`config.mk`:
```
export PLATFORM = sky130hd
export DESIGN_NAME = issue_queue_ctrl
export DESIGN_NICKNAME = d
export VERILOG_FILES = /design/src/rtl/issue_queue_ctrl.sv
export SDC_FILE = /design/constraint.sdc
export NUM_CORES = 1
export LEC_CHECK = 0
export CAP_MARGIN = 20
export CELL_PAD_IN_SITES_DETAIL_PLACEMENT = 0
export CELL_PAD_IN_SITES_GLOBAL_PLACEMENT = 2
export CORE_ASPECT_RATIO = 1.5
export CORE_MARGIN = 2
export CORE_UTILIZATION = 45
export CTS_CLUSTER_SIZE = 16
export DETAILED_ROUTE_END_ITERATION = 16
export DONT_BUFFER_PORTS = 1
export PLACE_DENSITY_LB_ADDON = 0.1
export SYNTH_ARGS = -nofsm -noshare
export SYNTH_HDL_FRONTEND = slang
export SYNTH_SLANG_ARGS = --single-unit
```
`constraint.sdc`:
```
create_clock -name clk -period 6.6 [get_ports clk]
set_input_delay 1.32 -clock clk [delete_from_list [all_inputs] [get_ports clk]]
set_output_delay 1.32 -clock clk [all_outputs]
set_load 0.01 [all_outputs]
```
`src/rtl/issue_queue_ctrl.sv`:
```
// -----------------------------------------------------------------------------
// issue_queue_ctrl
//
// Purpose:
//   Control for a DEPTH-entry collapsing issue queue. Entries are held in age
//   order with entry 0 the oldest. Valid entries always occupy the contiguous
//   prefix [0, count-1]. The queue accepts one dispatch per cycle at the tail,
//   wakes source operands from writeback tag broadcasts, and issues the oldest
//   fully-ready entry to a single execute port. When an entry issues, the
//   younger entries slide down one slot to close the gap.
//
// Ports:
//   clk, rst_n          clock / asynchronous active-low reset
//   flush               synchronous squash of every entry (highest priority)
//   disp_valid/ready    dispatch handshake; disp_ready = (count < DEPTH)
//   disp_payload        opaque instruction payload
//   disp_s{1,2}_tag/rdy source tags and their already-available flags
//   wb_valid, wb_tag    writeback tag broadcast
//   iss_valid/ready     issue handshake to the execute port
//   iss_payload         payload of the selected (oldest eligible) entry
//   iss_slot            queue index of the selected entry
//   count               number of valid entries
// -----------------------------------------------------------------------------
module issue_queue_ctrl #(
    parameter int DEPTH     = 4,
    parameter int PAYLOAD_W = 32,
    parameter int TAG_W     = 5
) (
    input  logic                       clk,
    input  logic                       rst_n,
    input  logic                       flush,
    input  logic                       disp_valid,
    output logic                       disp_ready,
    input  logic [PAYLOAD_W-1:0]       disp_payload,
    input  logic [TAG_W-1:0]           disp_s1_tag,
    input  logic                       disp_s1_rdy,
    input  logic [TAG_W-1:0]           disp_s2_tag,
    input  logic                       disp_s2_rdy,
    input  logic                       wb_valid,
    input  logic [TAG_W-1:0]           wb_tag,
    output logic                       iss_valid,
    input  logic                       iss_ready,
    output logic [PAYLOAD_W-1:0]       iss_payload,
    output logic [$clog2(DEPTH)-1:0]   iss_slot,
    output logic [$clog2(DEPTH+1)-1:0] count
);

    localparam int SLOT_W = $clog2(DEPTH);
    localparam int CNT_W  = $clog2(DEPTH + 1);

    // Per-entry state
    logic [DEPTH-1:0]     valid_q,  valid_d;
    logic [DEPTH-1:0]     s1_rdy_q, s1_rdy_d;
    logic [DEPTH-1:0]     s2_rdy_q, s2_rdy_d;
    logic [PAYLOAD_W-1:0] payload_q [DEPTH];
    logic [PAYLOAD_W-1:0] payload_d [DEPTH];
    logic [TAG_W-1:0]     s1_tag_q  [DEPTH];
    logic [TAG_W-1:0]     s1_tag_d  [DEPTH];
    logic [TAG_W-1:0]     s2_tag_q  [DEPTH];
    logic [TAG_W-1:0]     s2_tag_d  [DEPTH];
    logic [CNT_W-1:0]     count_q,  count_d;

    logic [DEPTH-1:0]     eligible;
    logic [SLOT_W-1:0]    sel_slot;
    logic                 any_elig;
    logic                 iss_fire;
    logic                 disp_fire;
    logic [CNT_W-1:0]     disp_idx;
    int                   src;

    // Eligibility looks only at registered state, so a wakeup this cycle
    // cannot make an entry issuable until the following cycle.
    genvar gi;
    generate
        for (gi = 0; gi < DEPTH; gi++) begin : g_elig
            assign eligible[gi] = valid_q[gi] & s1_rdy_q[gi] & s2_rdy_q[gi];
        end
    endgenerate

    // Oldest-first select: scanning downward leaves the lowest index last.
    always_comb begin
        sel_slot = '0;
        any_elig = 1'b0;
        for (int i = DEPTH - 1; i >= 0; i--) begin
            if (eligible[i]) begin
                sel_slot = SLOT_W'(i);
                any_elig = 1'b1;
            end
        end
    end

    assign iss_valid   = any_elig & ~flush;
    assign iss_slot    = sel_slot;
    assign iss_payload = any_elig ? payload_q[sel_slot] : '0;
    assign count       = count_q;

    // A full queue refuses dispatch even when an issue frees a slot this cycle.
    assign disp_ready  = (count_q < CNT_W'(DEPTH));

    assign iss_fire    = iss_valid & iss_ready;
    assign disp_fire   = disp_valid & disp_ready & ~flush;
    // The tail slides down by one when an issue fires alongside a dispatch.
    assign disp_idx    = count_q - CNT_W'(iss_fire);

    always_comb begin
        valid_d   = valid_q;
        s1_rdy_d  = s1_rdy_q;
        s2_rdy_d  = s2_rdy_q;
        payload_d = payload_q;
        s1_tag_d  = s1_tag_q;
        s2_tag_d  = s2_tag_q;
        count_d   = count_q;
        src       = 0;

        if (flush) begin
            valid_d  = '0;
            s1_rdy_d = '0;
            s2_rdy_d = '0;
            count_d  = '0;
        end else begin
            // Collapse: every entry at or above the issued slot takes its
            // younger neighbour; the top slot empties.
            if (iss_fire) begin
                for (int i = 0; i < DEPTH; i++) begin
                    if (i >= int'(sel_slot)) begin
                        src          = (i < DEPTH - 1) ? i + 1 : i;
                        valid_d[i]   = valid_q[src];
                        s1_rdy_d[i]  = s1_rdy_q[src];
                        s2_rdy_d[i]  = s2_rdy_q[src];
                        payload_d[i] = payload_q[src];
                        s1_tag_d[i]  = s1_tag_q[src];
                        s2_tag_d[i]  = s2_tag_q[src];
                        if (i == DEPTH - 1) begin
                            valid_d[i]  = 1'b0;
                            s1_rdy_d[i] = 1'b0;
                            s2_rdy_d[i] = 1'b0;
                        end
                    end
                end
            end

            if (disp_fire) begin
                for (int i = 0; i < DEPTH; i++) begin
                    if (disp_idx == CNT_W'(i)) begin
                        valid_d[i]   = 1'b1;
                        payload_d[i] = disp_payload;
                        s1_tag_d[i]  = disp_s1_tag;
                        s2_tag_d[i]  = disp_s2_tag;
                        s1_rdy_d[i]  = disp_s1_rdy;
                        s2_rdy_d[i]  = disp_s2_rdy;
                    end
                end
            end

            // Wakeup runs on the post-shift, post-dispatch image so moved
            // entries are woken and a same-cycle dispatch sees the bypass.
            if (wb_valid) begin
                for (int i = 0; i < DEPTH; i++) begin
                    if (valid_d[i] && (s1_tag_d[i] == wb_tag)) s1_rdy_d[i] = 1'b1;
                    if (valid_d[i] && (s2_tag_d[i] == wb_tag)) s2_rdy_d[i] = 1'b1;
                end
            end

            count_d = count_q + CNT_W'(disp_fire) - CNT_W'(iss_fire);
        end
    end

    always_ff @(posedge clk or negedge rst_n) begin
        if (!rst_n) begin
            valid_q  <= '0;
            s1_rdy_q <= '0;
            s2_rdy_q <= '0;
            count_q  <= '0;
            for (int i = 0; i < DEPTH; i++) begin
                payload_q[i] <= '0;
                s1_tag_q[i]  <= '0;
                s2_tag_q[i]  <= '0;
            end
        end else begin
            valid_q   <= valid_d;
            s1_rdy_q  <= s1_rdy_d;
            s2_rdy_q  <= s2_rdy_d;
            count_q   <= count_d;
            payload_q <= payload_d;
            s1_tag_q  <= s1_tag_d;
            s2_tag_q  <= s2_tag_d;
        end
    end

endmodule
```
Word level (Yosys, flattened, before mapping)
Cells that the tools add are included.
{"block": "totals", "wordCells": 141, "in_bits": 55, "reg_bits": 183}
{"block": "classes", "muxes": 83, "n_bitwise": 14, "order_cmp": 5, "reduce_logical": 9, "n_addsub": 3, "eq_ne": 11}
{"operator": "two-way mux 32 bit", "count": 10}
{"operator": "two-way mux 128 bit", "count": 2}
{"operator": "two-way mux 20 bit", "count": 6}
{"operator": "two-way mux 5 bit", "count": 14}
{"operator": "binary-select mux 32 bit (select 2 bit)", "count": 1}
{"operator": "two-way mux 4 bit", "count": 12}
{"operator": "== test 5 bit", "count": 8}
{"operator": "two-way mux 1 bit", "count": 33}
{"operator": "AND 1 bit", "count": 12}
{"operator": "logical AND 1 bit", "count": 8}
{"operator": "two-way mux 2 bit", "count": 4}
{"operator": "== test 3 x 2 -> 1 bit, second input constant", "count": 2}
{"operator": "subtractor 3 x 1 -> 3 bit", "count": 2}
{"operator": ">= comparator 1 x 2 -> 1 bit, first input constant", "count": 2}
{"operator": "adder 3 x 1 -> 3 bit", "count": 1}
{"operator": "== test 3 x 1 -> 1 bit, second input constant", "count": 1}
{"operator": ">= comparator 3 bit, second input constant", "count": 1}
{"operator": "zero test 3 bit", "count": 1}
{"operator": "less-than comparator 3 bit, second input constant", "count": 1}
{"operator": "two-way mux 3 bit", "count": 1}
{"operator": "NOT 2 -> 3 bit", "count": 1}
{"operator": ">= comparator 2 bit, first input constant", "count": 1}
{"operator": "NOT 1 bit", "count": 1}

Longest topological paths before layout
{"block": "logic_depth", "ltp_word": 18, "mapped_depth": 14}

Least setup slack after synthesis
OpenSTA, ideal clock, no wires.
{"block": "synth_timing", "kind": "input to register", "start": "input flush", "end": "register s2_rdy_q[3]", "slack_ns": 2.884, "t_required_ns": 6.480, "cell_stages": 12, "t_arrival_ns": 3.596, "path_cell_list": "nand2b_1 or2_4 nor2_1 ha_1 buf_2 nand2b_1 buf_1 nor2_1 buf_2 mux2_2 xnor2_1 a41o_1"}
{"block": "synth_via", "elab_chain_len": 13, "elab_cells_between_ends": 21, "classes_between": "add/sub: 1; eq/ne: 2; mux: 13; bitwise: 4; reduce/logical: 1"}
{"item": "from (decl)", "line": "31", "text": "input logic flush,"}
{"item": "NOT 1 bit", "line": "92, 101"}
{"item": "AND 1 bit", "line": "92", "text": "assign iss_valid = any_elig & ~flush;"}
{"item": "AND 1 bit", "line": "100", "text": "assign iss_fire = iss_valid & iss_ready;"}
{"item": "subtractor 3 x 1 -> 3 bit", "line": "103", "text": "assign disp_idx = count_q - CNT_W'(iss_fire);"}
{"item": "== test 3 x 2 -> 1 bit", "line": "144", "text": "if (disp_idx == CNT_W'(i)) begin"}
{"item": "two-way mux 5 bit", "line": "144"}
{"item": "two-way mux 20 bit", "line": "142", "text": "if (disp_fire) begin"}
{"item": "two-way mux 20 bit", "line": "115", "text": "if (flush) begin"}
{"item": "== test 5 bit", "line": "160", "text": "if (valid_d[i] && (s2_tag_d[i] == wb_tag)) s2_rdy_d[i] = 1'b1;"}
{"item": "logical AND 1 bit", "line": "160"}
{"item": "two-way mux 1 bit", "line": "160"}
{"item": "two-way mux 4 bit", "line": "157", "text": "if (wb_valid) begin"}
{"item": "two-way mux 4 bit (*)", "line": "115"}
{"item": "via s2_rdy_d[3]", "line": "54", "text": "logic [DEPTH-1:0] s2_rdy_q, s2_rdy_d;"}
{"item": "to (signal assigned)", "line": "182", "text": "s2_rdy_q <= s2_rdy_d;"}
{"item": "to (decl)", "line": "54"}
The timed path passes the listed nets; every way through them passes the cells marked *. The select of a mux whose other input is x is not followed.
A chain may end at the register's enable or synchronous reset.

Worst setup path after layout
{"block": "layout_timing", "start": "input flush", "end": "register s2_rdy_q[1]"}
{"block": "layout_via", "elab_chain_len": 13, "elab_cells_between_ends": 22, "classes_between": "add/sub: 1; eq/ne: 2; mux: 14; bitwise: 4; reduce/logical: 1"}
{"item": "NOT 1 bit", "line": "92, 101"}
{"item": "AND 1 bit", "line": "92"}
{"item": "AND 1 bit", "line": "100"}
{"item": "subtractor 3 x 1 -> 3 bit", "line": "103"}
{"item": "== test 3 x 1 -> 1 bit", "line": "144"}
{"item": "two-way mux 5 bit", "line": "144"}
{"item": "two-way mux 20 bit", "line": "142"}
{"item": "two-way mux 20 bit", "line": "115"}
{"item": "== test 5 bit", "line": "160"}
{"item": "logical AND 1 bit", "line": "160"}
{"item": "two-way mux 1 bit", "line": "160"}
{"item": "two-way mux 4 bit", "line": "157"}
{"item": "two-way mux 4 bit (*)", "line": "115"}
{"item": "via s2_rdy_d[1]", "line": "54"}
Marked as above.

==> results.cfg <==
[pwr]
vdd_ir_drop_max_mv = 0.209
total_leakage_power_nw = 4.43
power.density_cell_area_mw_per_mm2 = 295

[cells_and_area]
layout.cells.most_common_list = sky130_fd_sc_hd__nand2_1, sky130_fd_sc_hd__dfrtp_1, sky130_fd_sc_hd__mux2i_1, sky130_fd_sc_hd__o21ai_0, sky130_fd_sc_hd__nor2b_1
layout.nets = 1058
area_growth_pct = 7.64
drive_above_1_share_pct = 12.5
antenna_cells = 0
final_common_cell = sky130_fd_sc_hd__nand2_1
nFillCells = 2201

[grt]
busiest_layer = met2
maximum_number_of_pins_on_one_net_before_global_route_repair = 184
grt_overflow_total = 0
antenna_found_initial = 0
met1_track_usage_gr_pct = 31.5
vias_in_the_first_global_route = 7975
grt_pass1_wl_um = 47100
grt_use_met2_pct = 44.5
globalRouteTotalUtil_pct = 25.8
grt_util_met3_pct = 4.67

[logic_synthesis]
synth_seq_area_share_pct = 44.1
yosys_warning_count = 0
synth_cell_type_count = 65
postSynth.asyncResetShare_pct = 100
synth_edf_count = 0
ys_ff_latch = 183
syn_inst = 1037
synthesis.nets = 1096
post_synth.cell_area_avg_um2 = 10.0
mappedNetlistArea_mm2 = 0.0104
top_flip_flop_cell_by_instance_count_after_synthesis = sky130_fd_sc_hd__dfrtp_1

[setup_path]
data_required_critical_path_ns = 6.93
arrival_ns = 4.83
regToRegStartpoint = s2_rdy_q[0]
timing.critical_path.from = flush
crit_path_top_delay_cell = sky130_fd_sc_hd__mux2i_4
cell_by_cell_listing_of_the_critical_path = nand2b_1 -> or2_4 -> nor2_1 -> ha_1 -> nor4b_2 -> nand3_1 -> mux2i_4 -> buf_4 -> mux2_2 -> xnor2_1 -> nor3_1 -> a22o_1
cpPeakStageDelay_ns = 0.56
critical_path_peak_fanout = 33
cp-start-kind = input pin
critPathCaptureType = register
worstSetupPathType = in2reg

[timing]
setup_viol_count_final = 0
worstMarginPinSlew_ns = 0.991
remaining_max_slew_budget_at_the_tightest_pin_pct = 33.7
final_period_minus_worst_setup_slack_ns = 4.51
max_clock_freq_mhz = 222
report.final.slew_viol_count = 0
clock_skew_ns = 0.0134
holdWs_ns = 0.503
hold_viol = 0
rsz_0062_raised_after_global_routing = no
fin_tns_setup_ns = 0
fin_crit_sh_pct = 68.3

[detailed_routing]
remaining_drc_errors = 0
via_count = 7497
detail_route.vias_per_cell = 5.80
totalWireLength_um = 29800
drt_iter0_markers = 519
dr.pass1.iters = 7
drt-wirelength-per-cell_um = 23.1
drtAntennaViolNets = 0

[clocking]
cts-resized-gates = 0
cts.root.buffer_cell = sky130_fd_sc_hd__clkbuf_16
htree_levels = 4
clock_tree.buffer_depth = 2
clkSlewWorstSetupHoldPaths_ns = 0.07
cts_setup_buffers = 0
clock-sinks = 183
cts_hold_repair.buffers = 0
tritoncts = built
clk_latency_ns = 0.44
numCtsBuffers = 17

[placement]
place.detailed.hpwl_um = 20100
numPortBuffers = 0
gp_congestion = 0.825

[worst_hold_path]
hold_path_startpoint = payload_q[10]
holdCritPathClass = reg2reg

[floorplanning]
coreArea_mm2 = 0.0228
dieHeight_um = 190
fp.dieArea_mm2 = 0.0243
floorplan.io_pins = 94
floorplan.initialDensity_pct = 45.5
floorplan.rows = 68
die_width_um = 128

[job]
max_cap_violations = 0

[outcome]
outcome = finished clean
power breakdown:
part | internal [mW] | switching [mW]
Combinational | 0.332 | 0.298
Sequential | 1.40 | 0.197
Clock | 0.606 | 0.460
final timing paths:
kind | end | slack (ns) | cells after the start
hold reg to reg | payload_q[10] | 0.50 | 2
min in group asynchronous | payload_q[7] | 0.58 | 0
setup reg to reg | s2_rdy_q[1] | 2.13 | 13
max in group asynchronous | payload_q[17] | 5.63 | 0
setup / recovery | s2_rdy_q[1] | 2.09 | 12
hold / removal | payload_q[10] | 0.50 | 2
layer usage:
metal | routed length [um] | share of wire, %
met5 | 0 | 0
met4 | 1160 | 3.9
met3 | 1140 | 3.8
met2 | 15400 | 52
met1 | 12100 | 41
final cells by class:
class | count | area, um2 | area share, %
inverter | 30 | 120 | 1.07
clock buffer | 20 | 447 | 4.00
sequential | 183 | 4580 | 41.0
multi-input combinational | 750 | 5400 | 48.3
timing repair buffer | 17 | 128 | 1.14
tap | 280 | 350 | 3.13
clock inverter | 12 | 151 | 1.35
cells in the mapped netlist, types with 3 or more instances:
master                     count  area (um2)
sky130_fd_sc_hd__buf_2        19        95.1
sky130_fd_sc_hd__a21oi_1      15        75.1
sky130_fd_sc_hd__o211ai_1     30         225
sky130_fd_sc_hd__nand3_1      25         125
sky130_fd_sc_hd__ha_1          3        37.5
sky130_fd_sc_hd__nand2_1     225         845
sky130_fd_sc_hd__buf_1        10        37.5
sky130_fd_sc_hd__clkbuf_1     40         150
sky130_fd_sc_hd__o21ai_0     125         626
sky130_fd_sc_hd__o22ai_1       5        31.3
sky130_fd_sc_hd__o41ai_2       3        48.8
sky130_fd_sc_hd__nand4_1       4        25.0
sky130_fd_sc_hd__and3_1        3        18.8
sky130_fd_sc_hd__nor2_1       20        75.1
sky130_fd_sc_hd__mux4_2       32         721
sky130_fd_sc_hd__inv_1        26        97.6
sky130_fd_sc_hd__buf_6         4        45.0
sky130_fd_sc_hd__dfrtp_1     183        4580
sky130_fd_sc_hd__mux2_2       13         146
sky130_fd_sc_hd__mux2i_1     132        1320
sky130_fd_sc_hd__a211o_1       3        26.3
sky130_fd_sc_hd__o32ai_2       3        48.8
sky130_fd_sc_hd__a21o_1        3        22.5
sky130_fd_sc_hd__and2_1        3        18.8
sky130_fd_sc_hd__nor3_1        5        25.0
sky130_fd_sc_hd__nand2b_1      3        18.8
sky130_fd_sc_hd__xnor2_1      22         193
sky130_fd_sc_hd__nor2b_1      34         213
cell families after synthesis:
family / after synthesis / share of synthesized area [%]
flip-flops: 183 / 44.1
AND/OR/NAND/NOR: 335 / 14.5
AO/OA/AOI/OAI: 209 / 12.8
buffers and inverters: 104 / 4.39
XOR/XNOR: 24 / 2.39
multiplexers: 178 / 21.3
adder cells (fa/ha/maj): 4 / 0.554
registers in the layout (all words and copies together), names as in the netlist:
signal,cells
payload_q,128
s2_rdy_q,4
count,3
s1_tag_q,20
s1_rdy_q,4
s2_tag_q,20
valid_q,4
worst max-delay path: cells and delay by family:
| kind | cells | cell delay [ns] |
|---|---|---|
| adder cells (fa/ha/maj) | 1 | 0.21 |
| buffers and inverters | 1 | 0.43 |
| AO/OA/AOI/OAI | 1 | 0.18 |
| multiplexers | 2 | 0.96 |
| XOR/XNOR | 1 | 0.14 |
| AND/OR/NAND/NOR | 6 | 1.57 |
per-stage QoR:
stage	worst slack, ns	area (um2)	std cells	total power, mW	util (%)
4_1_cts	2.08	11200	1292	3.32	49.0
2_1_floorplan	2.88	10400	1037	2.08	-
3_3_place_gp	1.65	10600	1260	2.24	46.4
5_1_grt	1.68	11200	1292	3.49	49.0
6_report	2.09	11200	1292	3.30	49.0
3_5_place_dp	1.64	10600	1260	2.26	46.4
No activity file was read; power rests on OpenSTA's default activity.
